$ cat src/rtl/flag_eval_engine_pkg.sv
// rtl/flag_eval_engine_pkg.sv - shared mode codes, FSM states and default addresses for flag_eval_engine
//
// Purpose : common definitions for the flag evaluator and its match helper.
// Contents: mode codes, FSM state encoding, default source/destination base addresses.
package flag_eval_engine_pkg;

  // Run-time match mode; code 3 is not a distinct mode and evaluates as EQ.
  typedef logic [1:0] fe_mode_t;
  localparam fe_mode_t FE_MODE_EQ      = 2'd0;
  localparam fe_mode_t FE_MODE_NONZERO = 2'd1;
  localparam fe_mode_t FE_MODE_MASK    = 2'd2;

  typedef enum logic [1:0] {
    ST_IDLE  = 2'd0,
    ST_READ  = 2'd1,
    ST_WRITE = 2'd2,
    ST_DONE  = 2'd3
  } fe_state_e;

  localparam logic [15:0] FE_DEF_SRC_BASE = 16'h0000;
  localparam logic [15:0] FE_DEF_DST_BASE = 16'h0002;

endpackage

$ cat src/rtl/flag_eval_engine_if.sv
// rtl/flag_eval_engine_if.sv - shared data memory port used by the flag evaluator
//
// Purpose : groups the memory address/write/read signals.
// Signals : address, wr_en, data_out (engine -> memory); data_in (memory -> engine).
// Modports: master = engine side, slave = memory side.
interface flag_eval_engine_if #(
  parameter int WORD_WIDTH = 16
);
  logic [WORD_WIDTH-1:0] address;
  logic                  wr_en;
  logic [WORD_WIDTH-1:0] data_out;
  logic [WORD_WIDTH-1:0] data_in;

  modport master (output address, output wr_en, output data_out, input data_in);
  modport slave  (input address, input wr_en, input data_out, output data_in);
endinterface

$ cat src/rtl/flag_eval_engine_flag_match.sv
// rtl/flag_eval_engine_flag_match.sv - combinational single-word flag test
//
// Purpose : decides whether one memory word counts as a set flag.
// Ports   : data_in (word under test), mode (match mode) -> match.
module flag_match
  import flag_eval_engine_pkg::*;
#(
  parameter int                    WORD_WIDTH  = 16,
  parameter logic [WORD_WIDTH-1:0] MATCH_VALUE = 16'h0001
) (
  input  logic [WORD_WIDTH-1:0] data_in,
  input  fe_mode_t              mode,
  output logic                  match
);

  always_comb begin
    match = 1'b0;
    case (mode)
      FE_MODE_NONZERO: match = (data_in != '0);
      FE_MODE_MASK:    match = ((data_in & MATCH_VALUE) != '0);
      default:         match = (data_in == MATCH_VALUE);
    endcase
  end

endmodule

$ cat src/rtl/flag_eval_engine.sv
// rtl/flag_eval_engine.sv - reads NUM_FLAGS words, tests each, writes per-channel result flags back
//
// Purpose : on start, reads consecutive words from SRC_BASE, evaluates each with flag_match,
//           then writes one result word per channel to DST_BASE.. and raises done.
// Ports   : clock, rst (async, active high), start, mode (latched at start),
//           mem (memory bus, master), flags_out, any_set, busy, done. All outputs registered.
module flag_eval_engine
  import flag_eval_engine_pkg::*;
#(
  parameter int                    WORD_WIDTH  = 16,
  parameter int                    NUM_FLAGS   = 4,
  parameter logic [WORD_WIDTH-1:0] SRC_BASE    = FE_DEF_SRC_BASE,
  parameter logic [WORD_WIDTH-1:0] DST_BASE    = FE_DEF_DST_BASE,
  parameter int                    RD_LATENCY  = 1,
  parameter logic [WORD_WIDTH-1:0] MATCH_VALUE = 16'h0001,
  parameter bit                    WRITE_ALL   = 1'b0
) (
  input  logic                  clock,
  input  logic                  rst,
  input  logic                  start,
  input  fe_mode_t              mode,
  flag_eval_engine_if.master    mem,
  output logic [NUM_FLAGS-1:0]  flags_out,
  output logic                  any_set,
  output logic                  busy,
  output logic                  done
);

  localparam int IDXW = (NUM_FLAGS > 1) ? $clog2(NUM_FLAGS) : 1;
  localparam logic [IDXW-1:0]       IDX_LAST   = IDXW'(NUM_FLAGS - 1);
  localparam logic [1:0]            CNT_RELOAD = 2'(RD_LATENCY - 1);
  localparam logic [WORD_WIDTH-1:0] ONE        = WORD_WIDTH'(1);

  fe_state_e             state_q, state_n;
  logic [IDXW-1:0]       idx_q, idx_n;
  logic [1:0]            cnt_q, cnt_n;
  fe_mode_t              mode_q, mode_n;
  logic [NUM_FLAGS-1:0]  flags_q, flags_n;
  logic [WORD_WIDTH-1:0] addr_q, addr_n;
  logic [WORD_WIDTH-1:0] dout_q, dout_n;
  logic                  wr_q, wr_n;
  logic                  any_n, busy_n, done_n;
  logic                  match;

  flag_match #(
    .WORD_WIDTH  (WORD_WIDTH),
    .MATCH_VALUE (MATCH_VALUE)
  ) u_match (
    .data_in (mem.data_in),
    .mode    (mode_q),
    .match   (match)
  );

  always_ff @(posedge clock or posedge rst) begin
    if (rst) begin
      state_q   <= ST_IDLE;
      idx_q     <= '0;
      cnt_q     <= '0;
      mode_q    <= FE_MODE_EQ;
      flags_q   <= '0;
      addr_q    <= '0;
      dout_q    <= '0;
      wr_q      <= 1'b0;
      any_set   <= 1'b0;
      busy      <= 1'b0;
      done      <= 1'b0;
    end else begin
      state_q   <= state_n;
      idx_q     <= idx_n;
      cnt_q     <= cnt_n;
      mode_q    <= mode_n;
      flags_q   <= flags_n;
      addr_q    <= addr_n;
      dout_q    <= dout_n;
      wr_q      <= wr_n;
      any_set   <= any_n;
      busy      <= busy_n;
      done      <= done_n;
    end
  end

  always_comb begin
    state_n = state_q;
    idx_n   = idx_q;
    cnt_n   = cnt_q;
    mode_n  = mode_q;
    flags_n = flags_q;
    addr_n  = addr_q;
    dout_n  = dout_q;
    wr_n    = 1'b0;
    case (state_q)
      ST_IDLE: begin
        if (start) begin
          state_n = ST_READ;
          mode_n  = mode;
          flags_n = '0;
          idx_n   = '0;
          addr_n  = SRC_BASE;
          cnt_n   = CNT_RELOAD;
        end
      end
      ST_READ: begin
        if (cnt_q != 2'd0) begin
          cnt_n = cnt_q - 2'd1;
        end else begin
          flags_n[idx_q] = match;
          if (idx_q != IDX_LAST) begin
            idx_n  = idx_q + IDXW'(1);
            addr_n = SRC_BASE + WORD_WIDTH'(idx_q) + ONE;
            cnt_n  = CNT_RELOAD;
          end else begin
            // flags_n[0] already holds the just-sampled bit when NUM_FLAGS == 1
            state_n = ST_WRITE;
            idx_n   = '0;
            addr_n  = DST_BASE;
            dout_n  = {{(WORD_WIDTH-1){1'b0}}, flags_n[0]};
            wr_n    = WRITE_ALL | flags_n[0];
          end
        end
      end
      ST_WRITE: begin
        if (idx_q != IDX_LAST) begin
          idx_n  = idx_q + IDXW'(1);
          addr_n = DST_BASE + WORD_WIDTH'(idx_q) + ONE;
          dout_n = {{(WORD_WIDTH-1){1'b0}}, flags_q[idx_n]};
          wr_n   = WRITE_ALL | flags_q[idx_n];
        end else begin
          state_n = ST_DONE;
        end
      end
      ST_DONE: begin
        // Start must drop before another run, so a held start cannot retrigger.
        if (!start) state_n = ST_IDLE;
      end
      default: state_n = ST_IDLE;
    endcase
    any_n  = |flags_n;
    busy_n = (state_n == ST_READ) || (state_n == ST_WRITE);
    done_n = (state_n == ST_DONE);
  end

  assign flags_out    = flags_q;
  assign mem.address  = addr_q;
  assign mem.data_out = dout_q;
  assign mem.wr_en    = wr_q;

endmodule

$ cat src/flat_wrapper.sv
// flat-port wrapper written by rule: the top's interface ports become plain ports
module flag_eval_engine_flat import flag_eval_engine_pkg::*;
#(
  parameter int                    WORD_WIDTH  = 16,
  parameter int                    NUM_FLAGS   = 4,
  parameter logic [WORD_WIDTH-1:0] SRC_BASE    = FE_DEF_SRC_BASE,
  parameter logic [WORD_WIDTH-1:0] DST_BASE    = FE_DEF_DST_BASE,
  parameter int                    RD_LATENCY  = 1,
  parameter logic [WORD_WIDTH-1:0] MATCH_VALUE = 16'h0001,
  parameter bit                    WRITE_ALL   = 1'b0
)
  (clock, rst, start, mode, flags_out, any_set, busy, done, mem_address, mem_wr_en, mem_data_out, mem_data_in);
  flag_eval_engine_if #(.WORD_WIDTH(WORD_WIDTH)) mem_i ();
  input  logic clock;
  input  logic rst;
  input  logic start;
  input  fe_mode_t mode;
  output logic [NUM_FLAGS-1:0] flags_out;
  output logic any_set;
  output logic busy;
  output logic done;
  output wire logic [$bits(mem_i.address)-1:0] mem_address;
  output wire logic [$bits(mem_i.wr_en)-1:0] mem_wr_en;
  output wire logic [$bits(mem_i.data_out)-1:0] mem_data_out;
  input wire logic [$bits(mem_i.data_in)-1:0] mem_data_in;
  assign mem_address = mem_i.address;
  assign mem_wr_en = mem_i.wr_en;
  assign mem_data_out = mem_i.data_out;
  assign mem_i.data_in = mem_data_in;
  flag_eval_engine #(.WORD_WIDTH(WORD_WIDTH), .NUM_FLAGS(NUM_FLAGS), .SRC_BASE(SRC_BASE), .DST_BASE(DST_BASE), .RD_LATENCY(RD_LATENCY), .MATCH_VALUE(MATCH_VALUE), .WRITE_ALL(WRITE_ALL)) u_core (.clock(clock), .rst(rst), .start(start), .mode(mode), .mem(mem_i), .flags_out(flags_out), .any_set(any_set), .busy(busy), .done(done));
endmodule
$ cat config.mk
export PLATFORM = sky130hd
export DESIGN_NAME = flag_eval_engine_flat
export DESIGN_NICKNAME = d
export VERILOG_FILES = /design/src/rtl/flag_eval_engine_pkg.sv /design/src/rtl/flag_eval_engine_if.sv /design/src/rtl/flag_eval_engine_flag_match.sv /design/src/rtl/flag_eval_engine.sv /design/src/flat_wrapper.sv
export SDC_FILE = /design/constraint.sdc
export NUM_CORES = 1
export LEC_CHECK = 0
export ABC_AREA = 1
export BUFFER_PORTS_ARGS = -buffer_cell sky130_fd_sc_hd__buf_2
export CAP_MARGIN = 20
export CORE_ASPECT_RATIO = 0.5
export CORE_UTILIZATION = 50
export DETAILED_ROUTE_END_ITERATION = 8
export PLACE_DENSITY = 0.83
export SKIP_CTS_REPAIR_TIMING = 1
export SYNTH_ARGS = -nofsm -noshare
export SYNTH_HDL_FRONTEND = slang
export SYNTH_SLANG_ARGS = --single-unit
$ cat constraint.sdc
create_clock -name clock -period 2.8 [get_ports clock]
set_clock_uncertainty 0.05 [all_clocks]
set_input_delay 0.14 -clock clock [delete_from_list [all_inputs] [get_ports clock]]
set_output_delay 0.14 -clock clock [all_outputs]
set_load 0.005 [all_outputs]
# Word-level counts from Yosys, hierarchy flattened
# Index checks and enable logic that the tools add are counted.
dict set report word_totals {
  inputBits 21
  word_cells 83
  ff_bits 48
  output_inout_bits 40
}
dict set report classes {
  eq_ne 15
  n_reduce_logical 13
  order_cmp 3
  n_mux 36
  add_sub_neg 5
}
# operator count
set op_table {}
lappend op_table {{16-bit two-way mux} 7}
lappend op_table {{16-bit case mux with 3 select lines} 1}
lappend op_table {{16-bit case mux with 2 select lines} 1}
lappend op_table {{2-bit two-way mux} 11}
lappend op_table {{16-bit by 1-bit adder with 16-bit output (second input constant)} 1}
lappend op_table {{16-bit by 1-bit equality test with 1-bit output (second input constant)} 1}
lappend op_table {{16-bit nonzero test} 1}
lappend op_table {{2-bit equality test (second input constant)} 5}
lappend op_table {{4-bit two-way mux} 2}
lappend op_table {{2-bit inequality test (second input constant)} 4}
lappend op_table {{2-bit case mux with 4 select lines} 1}
lappend op_table {{4-bit case mux with 2 select lines} 1}
lappend op_table {{4-bit AND reduction} 2}
lappend op_table {{2-bit by 1-bit equality test with 1-bit output (second input constant)} 3}
lappend op_table {{2-bit by 3-bit < comparator with 1-bit output (second input constant)} 2}
lappend op_table {{2-bit case mux with 3 select lines} 1}
lappend op_table {{2-bit nonzero test} 3}
lappend op_table {{1-bit two-way mux} 5}
lappend op_table {{4-bit bitwise mux} 1}
lappend op_table {{1-bit case mux with 2 select lines} 2}
lappend op_table {{2-bit case mux with 2 select lines} 1}
lappend op_table {{4-bit OR reduction} 1}
lappend op_table {{2-bit by 1-bit adder with 3-bit output (second input constant)} 1}
lappend op_table {{2-bit by 2-bit adder with 3-bit output (first input constant)} 1}
lappend op_table {{13 further kinds} 13}

# Longest topological paths before layout
# Gate-level depths: netlist (run 1).
dict set report depth {
  ltp_word 8
  ltp_mapped 12
  depth_no_buf 12
}

# Modules after synthesis
# A second synthesis (run 1) with hierarchy kept.
dict set report hier_totals {
  cells_unflattened 201
  area_unflattened_um2 1564.0
}
# mod seq_area_each_um2 instances area_per_inst_um2 cells_per_inst
set by_module_without_submodules {}
lappend by_module_without_submodules {flag_eval_engine 475.5 1 1431.4 173}
lappend by_module_without_submodules {flag_match 0.0 1 132.6 28}

# Worst setup path after synthesis (run 1)
# No wires, ideal clock.
dict set report synth_timing {
  kind {reg2reg}
  start {register u_core.idx_q[0]}
  end {register u_core.busy}
  setup_time_ns 0.126
  path_stages_with_launch 9
  path_buffers 0
  arrival_time_ns 1.484
  slack_ns 1.141
  path_cell_list {dfrtp_1 > ha_1 > inv_1 > nor2_1 > nand2_1 > inv_1 > nor3_1 > o21ai_0 > ha_1}
}
dict set report synth_via {
  elab_chain_len 6
  word_cells_on_any_way 8
  classes_between {eq/ne (3); mux (4); reduce/logical (1)}
}
# item line_no
set synth_lines {}
lappend synth_lines {{from (decl)} flag_eval_engine.sv:35} ;# logic [IDXW-1:0] idx_q, idx_n;
lappend synth_lines {{from (signal assigned)} flag_eval_engine.sv:69} ;# idx_q <= idx_n;
lappend synth_lines {{2-bit inequality test (*)} {flag_eval_engine.sv:107, flag_eval_engine.sv:122}}
lappend synth_lines {{2-bit two-way mux} flag_eval_engine.sv:107} ;# if (idx_q != IDX_LAST) begin
lappend synth_lines {{2-bit two-way mux} flag_eval_engine.sv:103} ;# if (cnt_q != 2'd0) begin
lappend synth_lines {{2-bit case mux with 4 select lines (*)} flag_eval_engine.sv:91} ;# case (state_q)
lappend synth_lines {{via u_core.state_n[1]} flag_eval_engine.sv:34} ;# fe_state_e state_q, state_n;
lappend synth_lines {{2-bit by 1-bit equality test with 1-bit output / 2-bit equality test (equally long branches)} flag_eval_engine.sv:138} ;# busy_n = (state_n == ST_READ) || (state_n == ST_WRITE);
lappend synth_lines {{1-bit logical OR (*)} flag_eval_engine.sv:138}
lappend synth_lines {{via u_core.busy_n} flag_eval_engine.sv:42} ;# logic any_n, busy_n, done_n;
lappend synth_lines {{to (signal assigned)} flag_eval_engine.sv:77} ;# busy <= busy_n;
lappend synth_lines {{to (decl)} flag_eval_engine.sv:25} ;# output logic busy,
# The timed path passes the listed nets; every way through them passes the cells marked *.
# A chain may end at the register's enable or synchronous reset.

# Worst setup path after layout (run 1)
dict set report layout_timing {
  start {register u_core.idx_q[0]}
  end {register u_core.wr_q, in the netlist u_core.mem.wr_en}
}
dict set report layout_via {
  elab_chain_len 8
  word_cells_on_any_way 14
  classes_between {add/sub (1); order compare (2); eq/ne (1); mux (9); reduce/logical (1)}
}
# item line_no
set layout_lines {}
lappend layout_lines {{2-bit by 3-bit < comparator with 1-bit output (not written as such) / 2-bit by 1-bit greater-or-equal comparator with 1-bit output (equally long branches)} flag_eval_engine.sv:106} ;# flags_n[idx_q] = match;
lappend layout_lines {{1-bit logical AND (not written as such)} flag_eval_engine.sv:106}
lappend layout_lines {{1-bit two-way mux (not written as such)} flag_eval_engine.sv:106}
lappend layout_lines {{1-bit demux with 2-bit select} n/a}
lappend layout_lines {{4-bit bitwise mux} flag_eval_engine.sv:106}
lappend layout_lines {{1-bit two-way mux} flag_eval_engine.sv:107}
lappend layout_lines {{1-bit two-way mux} flag_eval_engine.sv:103}
lappend layout_lines {{1-bit case mux with 2 select lines (*)} flag_eval_engine.sv:91}
lappend layout_lines {{via u_core.wr_n} flag_eval_engine.sv:41} ;# logic wr_q, wr_n;
lappend layout_lines {{to (signal assigned)} flag_eval_engine.sv:75} ;# wr_q <= wr_n;
lappend layout_lines {{to (decl)} flag_eval_engine.sv:41}
# The timed path passes the listed nets; every way through them passes the cells marked *. The select of a mux whose other input is x is not followed.

==> results.yml, run 1 <==
global_route:
  grt_pass1_vias: 1027
  grt_start_max_net_pins: 20
  grt_overflow_total: 0
  grt_pass1_wl_microns: 4320
  grt_use_total_pct: 18.9
  antenna_found_initial: 0
clocking:
  worstSkewPairLatency_ps: 260
  clk_pin_slew_ps: 70
  h-tree-depth: 1
  cts-root-buf: "clkbuf_8"
  cts_buffer_depth: 2
  cts_tree: "built"
  cts_buffers: 3
  cts_sinks: 19
place:
  placedCellCount: 255
  hpwlAfterDp_microns: 2140
  numPortBuffers: 32
  gp_congestion: 0.859
setup_path:
  crit_path_end_kind: "register"
  startpoint: "u_core.idx_q[0]"
  worstPathRequired_ps: 2890
  crit_buf_inv: 1
  crit_family: "compound AO/OA/AOI/OAI gates"
  slowest_stage: "dfrtp_1"
  reg2reg_depth: 7
  critical_path_class: "register to register"
  start_kind: "register"
  crit_arrival_ps: 2000
  cp_cell_sequence: "inv_1 -> ha_1 -> nor2_1 -> o21ai_0 -> a21oi_1 -> nand2_1 -> a21boi_0"
  reg2reg_setup_slack_ps: 890
  r2r_end: "u_core.mem.wr_en"
  r2r-start: "u_core.idx_q[0]"
  path_max_fanout: 8
  slowest_delay_ps: 470
logic_synthesis:
  yosysTopAreaCell: "dfrtp_1"
  synth.top_cell.area_share_pct: 33.3
  ys_seq_elements: 19
  synth_edf_count: 0
  yosysSeqAreaShare_pct: 33.3
  yosys_warnings: 0
  ys_async_sr_fraction_pct: 100
  syn_area_sq_um: 1430
  syn_area_per_cell_sq_um: 7.60
  syn_inst: 188
  synth_cell_types: 23
  yosysMostFrequentCell: "nand2_1"
  synthTopCellsByArea: "dfrtp_1 (33%), buf_4 (15%), ha_1 (11%)"
  ys.flop_type: "dfrtp_1"
  synth_common_cells: "nand2_1 (37), buf_4 (29), nor2_1 (26)"
floorplanning:
  initial_core_util_pct: 53.9
  fp.dieH_microns: 39.8
  fp.dieW_microns: 77.6
  core_sq_um: 2650
  placementRows: 13
  die-area_sq_um: 3090
  ios: 61
power_and_ir_drop:
  intPower_uw: 736
  p_leak_uw: 0.000884
  sw_frac_of_total_pct: 46.7
  power.switching_uw: 644
  p_per_area_nw_per_um2: 876
  vdd_drop_max_mv: 0.399
  pwr-share-clk_pct: 13.6
  combPwrFrac_pct: 55.2
  seq_power_share_pct: 31.3
sta:
  fin_crit_sh_pct: 68.3
  setup-violations-final: 0
  max_freq_mhz: 523
  fin_crit_ps: 1910
  rsz0062_at_grt: "false"
  relSlewSlack_pct: 52.5
  final_hold_viol_count: 0
  whs_ps: 82.8
  setup_tns_ps: 0
  slew_viol_final: 0
  tightest_slew_ps: 711
final_layout:
  drive_gt1_share_pct: 19.7
  fin_cells: 260
  fill_cells: 250
  area_growth_pct: 10.2
  fin_nets: 257
  antenna_cells: 0
detailed_routing:
  firstDrtPassIters: 4
  drt-total-wl_microns: 2730
  post_drt_wl_per_cell_microns: 10.5
  drt.antenna.violating_nets: 0
  viasPerCell: 4.73
  vias: 1229
  drcViolationCount: 0
  first_iter_violations: 54
flow_run:
  maxCapViolCount: 0
worst_hold_path:
  hold_class: "input pin to register"
  hold_depth: 3
  hold_end: "u_core.mode_q[1]"
  min_from: "mode[1]"
outcome:
  status: "finished, final reports clean"
cell families after synthesis:
logic type | synth area share [%]
fa+ha+maj | 10.5
compound gates | 11.6
other cells | 0.262
simple gates | 23.4
flops | 33.3
buf+inv | 21.0
power groups by stage:
stage	Clock (uW)	Sequential (uW)	Combinational, uW
finish	187	432	761
CTS	197	431	749
floorplan	0	431	557
global placement	0	434	710
global route	209	443	858
detailed placement	0	436	736
per-layer routing:
metal	GRT usage [%]	up-vias	wire length [microns]
met5	0	-	0
met4	7.08	0	48
met3	5.58	9	263
met2	35.4	66	1250
met1	21.3	545	1170
li1	-	609	-
worst reg2reg max path, cell delays in order (launching register included):
cell and delay [ps]:
dfrtp_1 470, inv_1 150, ha_1 370, nor2_1 120, o21ai_0 90, a21oi_1 200, nand2_1 70, a21boi_0 280
worst max-delay path by stage:
stage	end	cells past startpoint
global placement	u_core.any_set	11
floorplan	u_core.busy	8
global route	u_core.busy	8
detailed placement	u_core.busy	8
CTS	u_core.any_set	11
finish	u_core.mem.wr_en	7
flip-flops by register name (all words and copies together) (netlist names):
register,count
u_core.cnt_q,2
u_core.mem.data_out,1
u_core.state_q,2
u_core.done,1
u_core.any_set,1
u_core.idx_q,2
u_core.mem.address,2
u_core.flags_out,4
u_core.mode_q,2
u_core.busy,1
u_core.mem.wr_en,1
cell usage in the layout, fill, tap and decap left out:
cell type	synthesis	layout
nor2_4	1	1
clkinv_2	0	1
inv_2	2	2
nand3b_1	1	1
nor2_1	26	26
a21oi_1	11	11
nand3_1	6	6
nor3_1	1	1
nor2_2	2	2
o211ai_1	1	1
nand2_1	37	37
inv_1	20	20
dfrtp_1	19	19
ha_1	12	12
o22ai_1	1	1
nor3b_4	1	1
o21ai_0	10	10
nand4_1	2	2
a21oi_4	1	1
conb_1	1	28
dlygate4sd3_1	0	1
o21ai_2	1	1
buf_2	0	32
a21boi_0	2	2
clkbuf_8	0	3
a31oi_1	1	1
final cells by class:
cell class | instances | area (sq um) | area share (%)
Clock buffer | 3 | 41.3 | 2.62
Multi-Input combinational cell | 145 | 754 | 47.9
Inverter | 22 | 82.6 | 5.24
Tap cell | 37 | 46.3 | 2.94
Clock inverter | 1 | 5.00 | 0.318
Sequential cell | 19 | 475 | 30.2
Timing Repair Buffer | 33 | 170 | 10.8
per-stage QoR:
step / power, uW / utilization, % / area, sq um / setup WS [ps]
finish: 1380 / 59.4 / 1580 / 889
global placement: 1140 / 57.3 / 1520 / 1050
CTS: 1380 / 59.0 / 1570 / 923
global route: 1510 / 59.4 / 1580 / 709
floorplan: 988 / - / 1530 / 1140
detailed placement: 1170 / 57.3 / 1520 / 957
Power figures use the tool's default switching activity.
==> run 2, diff against run 1 <==
Settings changed: ABC_AREA 1 to 0, CORE_UTILIZATION 50 to 47, PLACE_DENSITY 0.83 to 0.79.
Clock period 2.8 ns to 1.9 ns, I/O delays scaled along.
==> run 2 against run 1 <==
Synthesized area decreased by 2.6%. Global-route usage is 0.35 points lower. Worst hold slack worse by 68 ps. Sequential power increased by 35%. Non-clock buffer count increased by 12. Cell count down 12%. First-iteration DRC count up 54%. Synthesized cell count fell by 21%. Via count fell by 5.9%. Design area rose by 4.4%. Clock power grew 51%. Critical endpoint is now u_core.mem.data_out[0].
==> results.yml, run 2 <==
clocking:
  cts_buffers: 3
  cts_tree: "built"
  clk_pin_slew_ps: 70
  cts_buffer_depth: 2
  cts-root-buf: "clkbuf_8"
  cts_sinks: 19
  worstSkewPairLatency_ps: 260
  h-tree-depth: 1
setup_path:
  critical_path_class: "input pin to register"
  reg2reg_depth: 7
  worstPathRequired_ps: 2030
  crit_path_end_kind: "register"
  path_max_fanout: 5
  crit_arrival_ps: 1930
  slowest_delay_ps: 550
  crit_family: "simple AND/OR/NAND/NOR gates"
  cp_cell_sequence: "buf_2 -> or4b_1 -> or4_4 -> a22o_4 -> mux2_4 -> a211oi_2"
  slowest_stage: "or4_4"
  startpoint: "mem_data_in[1]"
  reg2reg_setup_slack_ps: 110
  r2r_end: "u_core.any_set"
  r2r-start: "u_core.state_q[0]"
  crit_buf_inv: 1
  start_kind: "input pin"
detailed_routing:
  vias: 1157
  post_drt_wl_per_cell_microns: 12.5
  drt-total-wl_microns: 2870
  drt.antenna.violating_nets: 0
  first_iter_violations: 83
  firstDrtPassIters: 4
  viasPerCell: 5.05
  drcViolationCount: 0
final_layout:
  fin_nets: 226
  drive_gt1_share_pct: 31.3
  antenna_cells: 0
  layout_commonest_cell: "buf_2"
  layout_common_cells: "buf_2 (32), conb_1 (28), dfrtp_1 (19), ha_1 (12), buf_4 (12)"
  area_growth_pct: 18.2
  largest_register_ffs: 4
  fin_cells: 229
  final_util_pct: 60.9
  fin_area_sq_um: 1640
  fill_cells: 239
power_and_ir_drop:
  intPower_uw: 1190
  p_per_area_nw_per_um2: 1190
  pwr-share-clk_pct: 14.4
  combPwrFrac_pct: 55.9
  seq_power_share_pct: 29.7
  sw_frac_of_total_pct: 39.5
  power.switching_uw: 773
  vdd_drop_max_mv: 0.739
  p_leak_uw: 0.000843
sta:
  slew_viol_final: 0
  fin_crit_sh_pct: 95.1
  tightest_slew_ps: 737
  setup_tns_ps: 0
  rsz0062_at_grt: "false"
  final_hold_viol_count: 0
  whs_ps: 14.5
  fin_crit_ps: 1810
  setup-violations-final: 0
  relSlewSlack_pct: 50.8
  max_freq_mhz: 554
global_route:
  grt_pass1_wl_microns: 4250
  antenna_found_initial: 0
  grt.met1_usage_pct: 24.2
  grt_use_total_pct: 18.6
  grt_overflow_total: 0
  gr-usage-met3_pct: 4.77
  use_met2_pct: 32.0
  grt_start_max_net_pins: 20
  grt-busiest-layer: "met2"
  grt_pass1_vias: 897
logic_synthesis:
  syn_inst: 148
  yosysMostFrequentCell: "buf_4"
  yosys_warnings: 0
  syn_area_sq_um: 1390
  synth_cell_types: 38
  synth.top_cell.area_share_pct: 34.2
  synthTopCellsByArea: "dfrtp_1 (34%), buf_4 (16%), ha_1 (11%)"
  ys_async_sr_fraction_pct: 100
  yosysSeqAreaShare_pct: 34.2
  syn_area_per_cell_sq_um: 9.40
  ys_seq_elements: 19
  synth_common_cells: "buf_4 (29), dfrtp_1 (19), ha_1 (12)"
  ys.flop_type: "dfrtp_1"
  synth_edf_count: 0
  yosysTopAreaCell: "dfrtp_1"
outcome:
  status: "finished, final reports clean"
worst_hold_path:
  hold_class: "input pin to register"
  hold_depth: 2
  hold_end: "u_core.mode_q[0]"
  min_from: "mode[0]"
floorplanning:
  ios: 61
  fp.dieH_microns: 40.5
  initial_core_util_pct: 51.5
  fp.dieW_microns: 78.9
  placementRows: 13
  core_sq_um: 2700
  die-area_sq_um: 3200
place:
  gp_congestion: 0.880
  numPortBuffers: 32
  post_dp_cell_area_sq_um: 1570
  hpwlAfterDp_microns: 2230
  placedCellCount: 224
flow_run:
  maxCapViolCount: 0
run 2: power groups by stage:
stage | registers [uW] | clock network, uW | logic, uW
global placement | 586 | 0 | 1020
detailed placement | 588 | 0 | 1060
CTS | 582 | 291 | 1060
floorplan | 587 | 0 | 736
finish | 582 | 282 | 1100
global route | 594 | 308 | 1220
run 2: how the worst max path moves through the flow:
| stage | endpoint | cells past startpoint | slack [ps] |
|---|---|---|---|
| floorplan | u_core.mem.data_out[0] | 5 | -30 |
| CTS | u_core.busy | 6 | -20 |
| finish | u_core.mem.data_out[0] | 6 | 90 |
| global route | u_core.any_set | 7 | 10 |
| detailed placement | u_core.mem.data_out[0] | 6 | -180 |
| global placement | u_core.mem.data_out[0] | 6 | -170 |
run 2: layout make-up:
class                           instances  area (sq um)  area share [%]
Clock buffer                            4          45.0            2.74
Inverter                               10          37.5            2.28
Multi-Input combinational cell        114           779            47.4
Sequential cell                        19           475            28.9
Tap cell                               37          46.3            2.82
Timing Repair Buffer                   45           260            15.8
run 2: kinds of logic (layout without fill, tap and decap cells):
family          count (synthesis)  count (layout)  synth area share, %
other cells                     1              28                0.270
fa+ha+maj                      12              12                 10.8
flops                          19              19                 34.2
mux                             5               5                 5.13
compound gates                 35              35                 16.3
buf+inv                        42              59                 19.2
simple gates                   34              34                 14.2
run 2: metrics by stage:
stage          worst slack [ps]  total power (uW)
3_5_place_dp               -180              1650
4_1_cts                   -16.0              1940
6_report                   93.8              1960
5_1_grt                    12.6              2120
2_1_floorplan             -34.2              1320
3_3_place_gp               -169              1610
run 2: layer usage:
metal	routed length, microns	vias up
met2	1290	67
met3	251	2
met5	0	-
met1	1320	527
met4	16	0
li1	-	561
